[config.mk]
export PLATFORM = sky130hd
export DESIGN_NAME = pixel_writer
export DESIGN_NICKNAME = d
export VERILOG_FILES = /design/src/rtl/pixel_writer.sv
export SDC_FILE = /design/constraint.sdc
export NUM_CORES = 1
export LEC_CHECK = 0
export CORE_MARGIN = 1
export CORE_UTILIZATION = 60
export CTS_BUF_LIST = sky130_fd_sc_hd__clkbuf_16
export DETAILED_ROUTE_END_ITERATION = 7
export PLACE_DENSITY = 0.9
export SLEW_MARGIN = 5
export SYNTH_ARGS = -nofsm -noshare
export SYNTH_HDL_FRONTEND = slang
export SYNTH_SLANG_ARGS = --single-unit
[constraint.sdc]
create_clock -name clk -period 34.4 [get_ports clk]
set_input_delay 6.88 -clock clk [delete_from_list [all_inputs] [get_ports clk]]
set_output_delay 6.88 -clock clk [all_outputs]
set_load 0.005 [all_outputs]
[src/rtl/pixel_writer.sv]
// Streams 24-bit RGB pixels into a double-buffered, bit-plane organised frame store.
// Rows in the top half of the panel go to lane 1 and rows in the bottom half go to lane 0.
module pixel_writer #(
  parameter int unsigned N_ROWS_MAX     = 64,
  parameter int unsigned N_COLS_MAX     = 256,
  parameter int unsigned BITDEPTH_MAX   = 8,
  parameter int unsigned CTRL_REG_WIDTH = 32,
  parameter int unsigned ADDR_WIDTH     = $clog2(N_ROWS_MAX * N_COLS_MAX) - 1
) (
  input  logic                        clk,
  input  logic                        ctrl_rst,
  input  logic                        ctrl_en,
  input  logic [CTRL_REG_WIDTH-1:0]   ctrl_n_rows,
  input  logic [CTRL_REG_WIDTH-1:0]   ctrl_n_cols,
  input  logic [CTRL_REG_WIDTH-1:0]   ctrl_bitdepth,
  input  logic [23:0]                 s_pixel,
  input  logic                        s_valid,
  output logic                        s_ready,
  input  logic                        s_sof,
  input  logic                        s_eol,
  input  logic                        rd_buffer,
  output logic                        wr_en,
  output logic                        wr_buffer,
  output logic [ADDR_WIDTH-1:0]       wr_addr,
  output logic [1:0]                  wr_be,
  output logic [3*BITDEPTH_MAX-1:0]   wr_data,
  output logic                        status_overrun,
  output logic                        status_sync_err,
  output logic                        frame_done
);

  localparam logic [CTRL_REG_WIDTH-1:0] One = 1;

  typedef enum logic [1:0] {StIdle, StWrite, StHandoff} state_e;

  state_e                      state_q, state_d;
  logic [CTRL_REG_WIDTH-1:0]   n_rows_q, n_rows_d, n_cols_q, n_cols_d, bitdepth_q, bitdepth_d;
  logic [CTRL_REG_WIDTH-1:0]   row_q, row_d, col_q, col_d;
  logic                        wr_buffer_q, wr_buffer_d;
  logic                        wr_en_q, wr_en_d;
  logic [ADDR_WIDTH-1:0]       wr_addr_q, wr_addr_d;
  logic [1:0]                  wr_be_q, wr_be_d;
  logic [3*BITDEPTH_MAX-1:0]   wr_data_q, wr_data_d;
  logic                        overrun_q, overrun_d, sync_err_q, sync_err_d;
  logic                        frame_done_q, frame_done_d;

  // Geometry used by the current beat: live inputs while idle, latched copy otherwise.
  logic [CTRL_REG_WIDTH-1:0]   n_rows_e, n_cols_e, bitdepth_e;
  logic [CTRL_REG_WIDTH-1:0]   cur_row, cur_col, half, row_in_half;
  logic                        last_col, last_row, top_lane, do_write;
  logic [3*BITDEPTH_MAX-1:0]   planes;
  logic [2:0]                  idx;
  logic [7:0]                  ch_r, ch_g, ch_b;

  assign n_rows_e    = (state_q == StIdle) ? ctrl_n_rows   : n_rows_q;
  assign n_cols_e    = (state_q == StIdle) ? ctrl_n_cols   : n_cols_q;
  assign bitdepth_e  = (state_q == StIdle) ? ctrl_bitdepth : bitdepth_q;
  assign cur_row     = s_sof ? '0 : row_q;
  assign cur_col     = s_sof ? '0 : col_q;
  assign last_col    = (cur_col == n_cols_e - One);
  assign last_row    = (cur_row == n_rows_e - One);
  assign half        = n_rows_e >> 1;
  assign top_lane    = (cur_row < half);
  assign row_in_half = top_lane ? cur_row : cur_row - half;
  assign ch_r        = s_pixel[23:16];
  assign ch_g        = s_pixel[15:8];
  assign ch_b        = s_pixel[7:0];

  assign s_ready = ctrl_en && !ctrl_rst && (state_q == StIdle || state_q == StWrite);
  // Only SOF beats start a frame; other beats offered while idle are dropped.
  assign do_write = s_valid && s_ready && (state_q == StWrite || s_sof);

  // The top bit-planes carry the channel MSBs; planes beyond bitdepth stay zero.
  always_comb begin
    planes = '0;
    idx    = '0;
    for (int p = 0; p < BITDEPTH_MAX; p++) begin
      if (CTRL_REG_WIDTH'(p) < bitdepth_e) begin
        idx = 3'(CTRL_REG_WIDTH'(8) - bitdepth_e + CTRL_REG_WIDTH'(p));
        planes[3*p+2] = ch_r[idx];
        planes[3*p+1] = ch_g[idx];
        planes[3*p]   = ch_b[idx];
      end
    end
  end

  always_comb begin
    state_d      = state_q;
    n_rows_d     = n_rows_q;
    n_cols_d     = n_cols_q;
    bitdepth_d   = bitdepth_q;
    row_d        = row_q;
    col_d        = col_q;
    wr_buffer_d  = wr_buffer_q;
    wr_en_d      = 1'b0;
    wr_addr_d    = wr_addr_q;
    wr_be_d      = wr_be_q;
    wr_data_d    = wr_data_q;
    overrun_d    = overrun_q;
    sync_err_d   = sync_err_q;
    frame_done_d = 1'b0;

    unique case (state_q)
      StIdle: begin
        if (do_write) begin
          n_rows_d    = ctrl_n_rows;
          n_cols_d    = ctrl_n_cols;
          bitdepth_d  = ctrl_bitdepth;
          wr_buffer_d = ~rd_buffer;
        end
      end
      StWrite: begin
        if (rd_buffer == wr_buffer_q) overrun_d = 1'b1;
        if (do_write && s_sof) sync_err_d = 1'b1;
      end
      StHandoff: begin
        if (ctrl_en && rd_buffer == wr_buffer_q) begin
          frame_done_d = 1'b1;
          state_d      = StIdle;
        end
      end
      default: state_d = StIdle;
    endcase

    if (do_write) begin
      wr_en_d   = 1'b1;
      wr_addr_d = ADDR_WIDTH'(row_in_half * n_cols_e + cur_col);
      wr_be_d   = top_lane ? 2'b10 : 2'b01;
      wr_data_d = planes;
      // Addressing follows the column count; s_eol only feeds the error flag.
      if (s_eol != last_col) sync_err_d = 1'b1;
      if (last_col) begin
        col_d = '0;
        row_d = cur_row + One;
      end else begin
        col_d = cur_col + One;
        row_d = cur_row;
      end
      state_d = (last_col && last_row) ? StHandoff : StWrite;
    end

    if (!ctrl_en) state_d = StIdle;
  end

  always_ff @(posedge clk) begin
    if (ctrl_rst) begin
      state_q      <= StIdle;
      n_rows_q     <= '0;
      n_cols_q     <= '0;
      bitdepth_q   <= '0;
      row_q        <= '0;
      col_q        <= '0;
      wr_buffer_q  <= 1'b0;
      wr_en_q      <= 1'b0;
      wr_addr_q    <= '0;
      wr_be_q      <= '0;
      wr_data_q    <= '0;
      overrun_q    <= 1'b0;
      sync_err_q   <= 1'b0;
      frame_done_q <= 1'b0;
    end else begin
      state_q      <= state_d;
      n_rows_q     <= n_rows_d;
      n_cols_q     <= n_cols_d;
      bitdepth_q   <= bitdepth_d;
      row_q        <= row_d;
      col_q        <= col_d;
      wr_buffer_q  <= wr_buffer_d;
      wr_en_q      <= wr_en_d;
      wr_addr_q    <= wr_addr_d;
      wr_be_q      <= wr_be_d;
      wr_data_q    <= wr_data_d;
      overrun_q    <= overrun_d;
      sync_err_q   <= sync_err_d;
      frame_done_q <= frame_done_d;
    end
  end

  assign wr_en           = wr_en_q;
  assign wr_buffer       = wr_buffer_q;
  assign wr_addr         = wr_addr_q;
  assign wr_be           = wr_be_q;
  assign wr_data         = wr_data_q;
  assign status_overrun  = overrun_q;
  assign status_sync_err = sync_err_q;
  assign frame_done      = frame_done_q;

endmodule

==> results.yml <==
outcome:
  status: "finished clean"
synth:
  syn-num-nets: 2482
  yosysWarnings: 0
  synth-seq-cells: 206
  ys_types: 84
  netlist.area_leader.share: 0.242
  ys_seq_area_frac: 0.242
  async_flop_share: 0
  synth_area_um2: 17000
  netlist.top_cell.by_area: "dfxtp_1"
  synthCells: 2221
  postSynthAreaPerCell_um2: 7.68
  yosys_most_used_dff: "dfxtp_1"
  synth_area_leaders: "dfxtp_1 24%, nand2_1 8.8%, mux2i_1 7.6%"
  synth_edf_count: 0
floorplanning:
  dieArea_um2: 29100
  std_cell_rows: 61
  start_util: 0.612
  ios: 172
  die_h_um: 171
  die_x_um: 171
  core_area_um2: 27900
worst_setup_path:
  path_buf_inv: 9
  critPathCaptureType: "register"
  worst-path-max-fanout: 65
  required_ns: 34.83
  cp.arrival_ns: 16.29
  ff2ff_setup_slack_ns: 24.09
  critPathMaxStageDelay_ns: 0.74
  cp_top_family: "adder cells"
  path_class: "input port to register"
  slowest_stage: "mux2i_1"
  start_kind: "input port"
timing:
  clock_skew_ns: 0.0126
  slew_headroom: 0.190
  grt_setup_unrepaired: "false"
  finalCritPeriodShare: 0.461
  fin_setup_tns_ns: 0
  final-max-slew-violation-count: 0
  tightestPinTransition_ns: 1.21
  timing.final.hold_violations: 0
  finalCriticalPeriod_ns: 15.86
  setup_slack_ns: 18.54
  holdWs_ns: 0.448
  max_freq_mhz: 63.1
  setup_viol: 0
clock_tree:
  cts_root_buf: "clkbuf_16"
  clock_tree.buffer_depth: 3
  cts_buffers: 24
  htreeDepth: 1
  clkLatencyLatePin_ns: 0.53
  cts_resized: 0
  cts_tree: "built"
  cts.sinks: 206
  cts_setup_buffers: 0
  clk_pin_slew_worst_paths_ns: 0.06
  hold_buffers: 0
job:
  max_cap_viol_count: 0
cells_and_area:
  drive_above_1_share: 0.0477
  final_common_cell: "nand2_1"
  area_growth_pct: 15.8
  n_antenna_cell: 0
  layout_common_cells: "399 x nand2_1, 206 x dfxtp_1, 192 x a21oi_1, 169 x nor2_1, 169 x clkdlybuf4s50_1"
  final_cells: 2726
  nNetsFinal: 2593
power:
  peakVddDrop_uv: 31.6
  pwr-share-comb: 0.176
  p_leak_nw: 8.23
  p_int_mw: 0.433
  power.share.clock: 0.418
  p_total_mw: 0.603
  p_per_area_nw_per_um2: 30.6
  netSwitchingFraction: 0.283
  p_sw_mw: 0.171
  seqPwrFrac: 0.406
placement:
  dp_cells: 2684
  dp_hpwl_mm: 38.4
  port-buffer-count: 171
  place_ws_ns: 18.15
  gp_congestion: 1.02
drt:
  vias: 16800
  viasPerCell: 6.17
  drc_errors: 0
  routed_wl_mm: 51.4
  drt-initial-drc-count: 1305
  routedWlPerCell_um: 18.9
  drtPass1Iterations: 7
  antenna_left: 0
min_path:
  hp-class: "register to register"
grt:
  globalRouteOverflowTotal: 0
  grt_pass1_vias: 16400
  antenna_found_initial: 0
  grt_max_degree: 99
  grt_pass1_wl_mm: 81.9
  grt_util_all_layers: 0.350
[cells in the mapped netlist (all sizes together), types with 5 or more instances]
| master | n |
|---|---|
| a2111oi | 6 |
| a211oi | 10 |
| a21o | 19 |
| a21oi | 192 |
| a22o | 5 |
| a311oi | 10 |
| a31o | 5 |
| a31oi | 17 |
| a32o | 8 |
| and2 | 17 |
| and3 | 37 |
| buf | 20 |
| clkbuf | 89 |
| dfxtp | 206 |
| fa | 56 |
| ha | 78 |
| inv | 117 |
| mux2 | 8 |
| mux2i | 131 |
| nand2 | 399 |
| nand2b | 17 |
| nand3 | 50 |
| nand3b | 5 |
| nand4 | 29 |
| nor2 | 171 |
| nor2b | 62 |
| nor3 | 49 |
| nor3b | 6 |
| nor4 | 31 |
| o211ai | 9 |
| o21a | 9 |
| o21ai | 73 |
| o21bai | 6 |
| o31ai | 18 |
| or2 | 11 |
| or3 | 14 |
| or3b | 5 |
| or4 | 16 |
| or4b | 6 |
| xnor2 | 103 |
| xor2 | 44 |
[registers in the layout, summed over array words and instances, names as in the netlist]
signal           count
bitdepth_q          32
col_q               32
frame_done           1
n_cols_q            32
n_rows_q            32
row_q               32
state_q              2
status_overrun       1
status_sync_err      1
wr_addr             13
wr_be                2
wr_buffer            1
wr_data             24
wr_en                1
[cell type report]
cell class	count	area (um^2)
timing repair buffer	194	1880
clock buffer	25	626
tap	378	473
multi-input combinational	1787	12100
clock inverter	17	131
sequential	206	4120
inverter	119	447
fill	2169	8130
[cells by family after synthesis]
logic type,synth area share
AND/OR/NAND/NOR,0.265
buffers and inverters,0.0531
adder cells (fa/ha/maj),0.123
XOR/XNOR,0.0808
AO/OA/AOI/OAI,0.153
multiplexers,0.0826
flip-flops,0.242
[path summary, 6_finish.rpt]
path,start,to,cells past startpoint
setup reg to reg,state_q[1],wr_addr[12],32
setup / recovery,s_sof,wr_addr[12],32
hold reg to reg,wr_addr[5],wr_addr[5],2
hold / removal,wr_addr[5],wr_addr[5],2
[power by group through the flow]
| stage | Sequential, mW | Clock, mW | Combinational, mW |
|---|---|---|---|
| final | 0.245 | 0.252 | 0.106 |
| after global routing | 0.245 | 0.263 | 0.114 |
| after CTS | 0.245 | 0.254 | 0.104 |
| after detailed placement | 0.250 | 0 | 0.103 |
| after global placement | 0.250 | 0 | 0.100 |
| after floorplan | 0.250 | 0 | 0.0639 |
[stage by stage]
stage | util | instance area, um^2
after floorplan | - | 17000
after global placement | 0.681 | 19000
after detailed placement | 0.681 | 19000
after CTS | 0.708 | 19700
after global routing | 0.708 | 19700
final | 0.708 | 19700
[per-layer routing]
metal	vias to the layer above	wire (um)	global-route usage
met2	738	24700	0.595
met5	-	0	0
li1	7910	-	-
met1	7993	20200	0.420
met4	0	3040	0.205
met3	190	3480	0.0511
[worst min-delay path, delay by kind of cell, from the launching register on]
| kind | cells | cell delay (ns) |
|---|---|---|
| AO/OA/AOI/OAI | 1 | 0.05 |
| AND/OR/NAND/NOR | 1 | 0.05 |
| flip-flops | 1 | 0.30 |
(Power assumes the default switching activity.)
